[src/rtl/freq_readout_streamer.sv]
// Streams two 8-column frequency lines ("ddddd Hz") as ASCII characters from a snapshot.
// Optional leading-zero blanking is enabled by defining FREQ_READOUT_ZERO_BLANK_EN.
module freq_readout_streamer #(
  parameter logic [6:0] SPACE_CODE = 7'h20,
  parameter logic [6:0] ERR_CODE   = 7'h3F
) (
  input  logic        Main_CLK,
  input  logic        Main_RST_n,
  input  logic        Refresh,
  input  logic [19:0] CH1_BCD,
  input  logic [19:0] CH2_BCD,
  input  logic        Char_Ready,
  output logic        Char_Valid,
  output logic [6:0]  Char_Code,
  output logic        Char_Row,
  output logic [2:0]  Char_Col,
  output logic        Busy,
  output logic        Frame_Done
);

  typedef enum logic [1:0] {IDLE, SEND, DONE} state_t;

  state_t      state, state_nxt;
  logic [3:0]  idx, idx_nxt;
  logic        pending, pending_nxt;
  logic [19:0] snap1, snap1_nxt;
  logic [19:0] snap2, snap2_nxt;
  logic        take;

  always_ff @(posedge Main_CLK or negedge Main_RST_n) begin
    if (!Main_RST_n) begin
      state   <= IDLE;
      idx     <= '0;
      pending <= 1'b0;
      snap1   <= '0;
      snap2   <= '0;
    end else begin
      state   <= state_nxt;
      idx     <= idx_nxt;
      pending <= pending_nxt;
      snap1   <= snap1_nxt;
      snap2   <= snap2_nxt;
    end
  end

  always_comb begin
    state_nxt   = state;
    idx_nxt     = idx;
    pending_nxt = pending;
    snap1_nxt   = snap1;
    snap2_nxt   = snap2;
    take        = 1'b0;
    case (state)
      IDLE: begin
        if (Refresh) begin
          take      = 1'b1;
          state_nxt = SEND;
        end
      end
      SEND: begin
        if (Refresh) pending_nxt = 1'b1;
        if (Char_Ready) begin
          idx_nxt = idx + 4'd1;
          if (idx == 4'd15) state_nxt = DONE;
        end
      end
      DONE: begin
        // A Refresh landing in DONE itself counts as pending and chains directly.
        if (pending || Refresh) begin
          take      = 1'b1;
          state_nxt = SEND;
        end else begin
          state_nxt = IDLE;
        end
      end
      default: state_nxt = IDLE;
    endcase
    if (take) begin
      snap1_nxt   = CH1_BCD;
      snap2_nxt   = CH2_BCD;
      idx_nxt     = '0;
      pending_nxt = 1'b0;
    end
  end

  logic [19:0] row_bcd;
  logic [3:0]  digit;
  logic [3:0]  lead_zero;
  logic        blank;

  always_comb begin
    row_bcd = idx[3] ? snap2 : snap1;
    lead_zero[0] = (row_bcd[19:16] == 4'd0);
    lead_zero[1] = lead_zero[0] && (row_bcd[15:12] == 4'd0);
    lead_zero[2] = lead_zero[1] && (row_bcd[11:8] == 4'd0);
    lead_zero[3] = lead_zero[2] && (row_bcd[7:4] == 4'd0);
    case (idx[2:0])
      3'd0:    digit = row_bcd[19:16];
      3'd1:    digit = row_bcd[15:12];
      3'd2:    digit = row_bcd[11:8];
      3'd3:    digit = row_bcd[7:4];
      default: digit = row_bcd[3:0];
    endcase
`ifdef FREQ_READOUT_ZERO_BLANK_EN
    blank = (idx[2:0] < 3'd4) && lead_zero[idx[1:0]];
`else
    blank = 1'b0;
`endif
  end

  always_comb begin
    Char_Valid = (state == SEND);
    Busy       = (state != IDLE);
    Frame_Done = (state == DONE);
    Char_Code  = '0;
    Char_Row   = 1'b0;
    Char_Col   = '0;
    if (state == SEND) begin
      Char_Row = idx[3];
      Char_Col = idx[2:0];
      case (idx[2:0])
        3'd5:    Char_Code = SPACE_CODE;
        3'd6:    Char_Code = 7'h48;
        3'd7:    Char_Code = 7'h7A;
        default: begin
          if (blank)            Char_Code = SPACE_CODE;
          else if (digit > 4'd9) Char_Code = ERR_CODE;
          else                  Char_Code = 7'h30 + {3'b000, digit};
        end
      endcase
    end
  end

endmodule

[config.mk]
export PLATFORM = sky130hd
export DESIGN_NAME = freq_readout_streamer
export DESIGN_NICKNAME = d
export VERILOG_FILES = /design/src/rtl/freq_readout_streamer.sv
export SDC_FILE = /design/constraint.sdc
export NUM_CORES = 1
export LEC_CHECK = 0
export ABC_AREA = 1
export CELL_PAD_IN_SITES_DETAIL_PLACEMENT = 1
export CELL_PAD_IN_SITES_GLOBAL_PLACEMENT = 1
export CORE_AREA = 2 2 87 89
export CTS_CLUSTER_SIZE = 24
export DETAILED_ROUTE_END_ITERATION = 12
export DIE_AREA = 0 0 89 91
export PLACE_DENSITY = 0.8
export SETUP_SLACK_MARGIN = 0.5
export SLEW_MARGIN = 30
export SYNTH_ARGS = -nofsm -noshare
export SYNTH_HDL_FRONTEND = slang
export SYNTH_SLANG_ARGS = --single-unit
[constraint.sdc]
create_clock -name Main_CLK -period 2 [get_ports Main_CLK]
set_input_delay 0.2 -clock Main_CLK [delete_from_list [all_inputs] [get_ports Main_CLK]]
set_output_delay 0.2 -clock Main_CLK [all_outputs]
set_load 0.01 [all_outputs]
==> metrics.md <==
| Metric | Value |
|---|---|
| CTS Buf Count | `5` |
| Per-cell routed wire length | `roughly 14 um` |
| Die area | `roughly 8100 um2` |
| H-Tree Depth | `2` |
| Die height | `between 90 and 100 um` |
| Most frequent cells after synthesis | `nand2_1 (146), dfrtp_1 (47), o21ai_0 (29)` |
| Data required, critical path | `between 1.5 and 2 ns` |
| Pint | `approximately 3.2 mW` |
| CTS Root Cell | `clkbuf_8` |
| Crit path kind | `flop to output port` |
| Initial Util | `0.338` |
| Post-DP HPWL | `between 5000 and 6000 um` |
| Cell variety after synth | `20` |
| Peak supply drop | `approximately 0.00049 V` |
| Post-DR vias/cell | `~4.7` |
| # DRC | `0` |
| Core region area | `about 7000 um2` |
| Final setup viols | `6` |
| Worst Skew | `0.00734 ns` |
| Synth Area in XOR/XNOR | `0` |
| RSZ-0062 raised after global routing | `true` |
| Post-route cell area | `about 3600 um2` |
| Slowest CP cell | `dfrtp_2` |
| Final min period | `approximately 2.2 ns` |
| P per Cell Area | `around 1600 nW/um2` |
| First-pass GRT wire length | `11900 um` |
| CP endpoint kind | `output port` |
| Worst-Margin Slew | `0.509 ns` |
| Cells after Synth | `between 300 and 400` |
| Clock sinks | `between 40 and 50` |
| Post-synthesis mux area share | `0` |
| Period utilization | `1.11` |
| Fillers | `917` |
| Pleak | `between 1.5 and 2 nW` |
| I/O pin count | `58` |
| R2R Path End | `idx[3]$_DFFE_PN0P_` |
| Synthesized Nets | `about 380` |
| Simple-gate share of the synthesized area | `0.311` |
| Worst reg2reg path startpoint | `state[1]$_DFFE_PN0P_` |
| Tot Pwr | `around 5.6 mW` |
| Outcome | `finished, violations left` |
| Switching power | `~2.4 mW` |
| Placed cell areas | `~3300 um2` |
| Post-Synth Adder-Cell Area | `0.0311` |
| Main synth FF type | `dfrtp_1` |
| Drt total wl | `about 7400 um` |
| Area delta synth->final | `47.5%` |
| Clock Latency Late Sink | `approximately 0.30 ns` |
| Final worst slack | `-0.222 ns` |
| Reg2Reg Depth | `7` |
| Asr flop ratio synth | `1.00` |
| Final RePlAce weighted congestion | `about 0.85` |
| Antenna diodes | `0` |
| Rel. slew slack | `0.661` |
| Highest clock rate | `about 450 MHz` |
| Maximum clock path buffer count | `2` |
| Post-synth top area share | `0.487` |
| GRT Total Usage | `0.187` |
| Synth Cell Area | `2410 um2` |
| TritonCTS clock tree | `built` |
| Largest family of logic cells by synthesized area | `simple AND/OR/NAND/NOR gates` |
| Comb pwr share | `0.576` |
| Cell Chain, Critical Path | `ha_4 -> ha_4 -> nand3_1 -> nand2_1 -> nor2_1 -> nand2_1 -> buf_4 -> a21oi_1 -> a21oi_2 -> buf_2` |
| Cell row count | `31` |
| Synth warnings | `0` |
| Vias in the first global route | `between 2000 and 3000` |
| Largest net degree at the start of global routing | `31` |
| Type of origin of the critical path | `flop` |
| Post-synth EDFFs | `0` |
| PortBufs | `57` |
| Antenna violations before repair | `0` |
| Setup TNS | `-0.881 ns` |
| Compound-Gate Fraction of Synth Area | `0.0985` |
| GRT overflow | `0` |
| Via count | `2416` |
| Yosys reg bits | `47` |
| Most numerous cell in the Yosys netlist | `nand2_1` |
| Clock power frac | `0.124` |
| Hold WC Path Type | `input port to async pin` |
| DRT antenna net count | `0` |
| Final #Nets | `~470` |
| 1st-pass router iterations | `4` |
| Slowest Stage Delay on Critical Path | `~0.47 ns` |
| Mean post-synth cell area | `about 7.4 um2` |
| Top cells by area, synth | `dfrtp_1 (49%), nand2_1 (23%), o21ai_0 (6.0%)` |
| Pre-CTS setup slack | `-0.410 ns` |
| Share of layout cells above drive strength 1 | `0.216` |
| Violated checks | `negative setup slack` |
| Crit Path Max Fanout | `4` |
| Sequential area share after synthesis | `0.487` |
| Switching share of power | `0.427` |
| Share of power burned in registers | `0.300` |
| Crit path DAT | `2.02 ns` |
| Worst-path clk slew | `roughly 0.09 ns` |
| Area leader, netlist | `dfrtp_1` |
| R2R Setup Slk | `0.56 ns` |
| DRT iter0 DRCs | `roughly 120` |
| Final Max Slew Viols | `0` |
| Hold Fails Final Rpt | `0` |
| Max-cap violations | `0` |
| Die X | `roughly 90 um` |
-- worst max-delay path by stage --
stage          slack, ns  cells past startpoint          startpoint      endpoint
2_1_floorplan       0.33                     11  idx[1]$_DFFE_PN0P_  Char_Code[0]
3_3_place_gp       -0.28                     13  idx[1]$_DFFE_PN0P_  Char_Code[0]
3_5_place_dp       -0.41                     13  idx[1]$_DFFE_PN0P_  Char_Code[2]
4_1_cts            -0.24                     12  idx[1]$_DFFE_PN0P_  Char_Code[2]
5_1_grt            -0.34                     12  idx[1]$_DFFE_PN0P_  Char_Code[2]
6_report           -0.22                     10  idx[1]$_DFFE_PN0P_  Char_Code[1]
-- per-stage QoR --
stage	util	hold WS, ns	instances
after CTS	0.487	0.410	513
after global routing	0.499	0.438	515
after floorplan	-	-0.0956	328
after detailed placement	0.461	0.199	498
final	0.499	0.394	515
after global placement	0.461	0.187	498
-- flip-flops by register name, summed over array words and instances (netlist names) --
name	flops
idx	4
pending	1
snap1	20
snap2	20
state	2
-- area by class of cell --
| class | instances | area, um2 | share of cell area |
|---|---|---|---|
| clock inverter | 1 | 30.0 | 0.00844 |
| sequential | 47 | 1180 | 0.331 |
| timing repair buffer | 93 | 845 | 0.237 |
| multi-input combinational | 240 | 1190 | 0.335 |
| inverter | 29 | 116 | 0.0327 |
| clock buffer | 6 | 72.6 | 0.0204 |
| tap | 99 | 124 | 0.0348 |
-- per-layer routing --
layer	global-route usage	vias up	part of all wire
li1	-	1186	-
met1	0.249	1166	0.45
met2	0.314	54	0.50
met3	0.0318	10	0.034
met4	0.0473	0	0.016
met5	0	-	0
-- critical path: cells and delay by family (launching register included) --
kind / cells / cell delay, ns
flops: 1 / 0.47
simple gates: 4 / 0.38
buf+inv: 2 / 0.27
compound gates: 2 / 0.26
fa+ha+maj: 2 / 0.36
-- cell usage in the layout, fill, tap and decap left out, types with 3 or more instances in the layout --
cell type and n:
o211ai_1 3, nor2_4 4, nand2_1 143, buf_2 10, nand3_1 7, a21oi_2 4
inv_1 21, buf_4 26, dfrtp_1 44, o21ai_1 4, clkdlybuf4s50_1 42, buf_6 8
ha_4 4, nand2_2 4, a21oi_1 6, nand2_4 4, inv_2 5, inv_4 3
nor2_1 23, dfrtp_2 3, o21ai_0 25, clkbuf_8 5
-- cells by family after synthesis --
kind of cell / after synthesis
compound gates: 45
fa+ha+maj: 6
buf+inv: 41
flops: 47
simple gates: 189
-- power groups by stage --
stage               sequential, mW  clock (mW)  combinational, mW
finish                        1.68       0.696               3.24
global route                  1.73       0.740               3.62
CTS                           1.68       0.706               3.10
detailed placement            1.68           0               3.04
global placement              1.65           0               2.96
floorplan                     1.59           0               1.72
-- what timing repair did --
item                                   4_1_cts  5_1_grt
setup endpoints to repair                   14       12
gates resized for setup                     70       21
pin swaps                                   15        8
hold buffers                                 1        0
setup buffers                                7        2
endpoints found under the hold margin       18        0
Power figures use the tool's default switching activity.
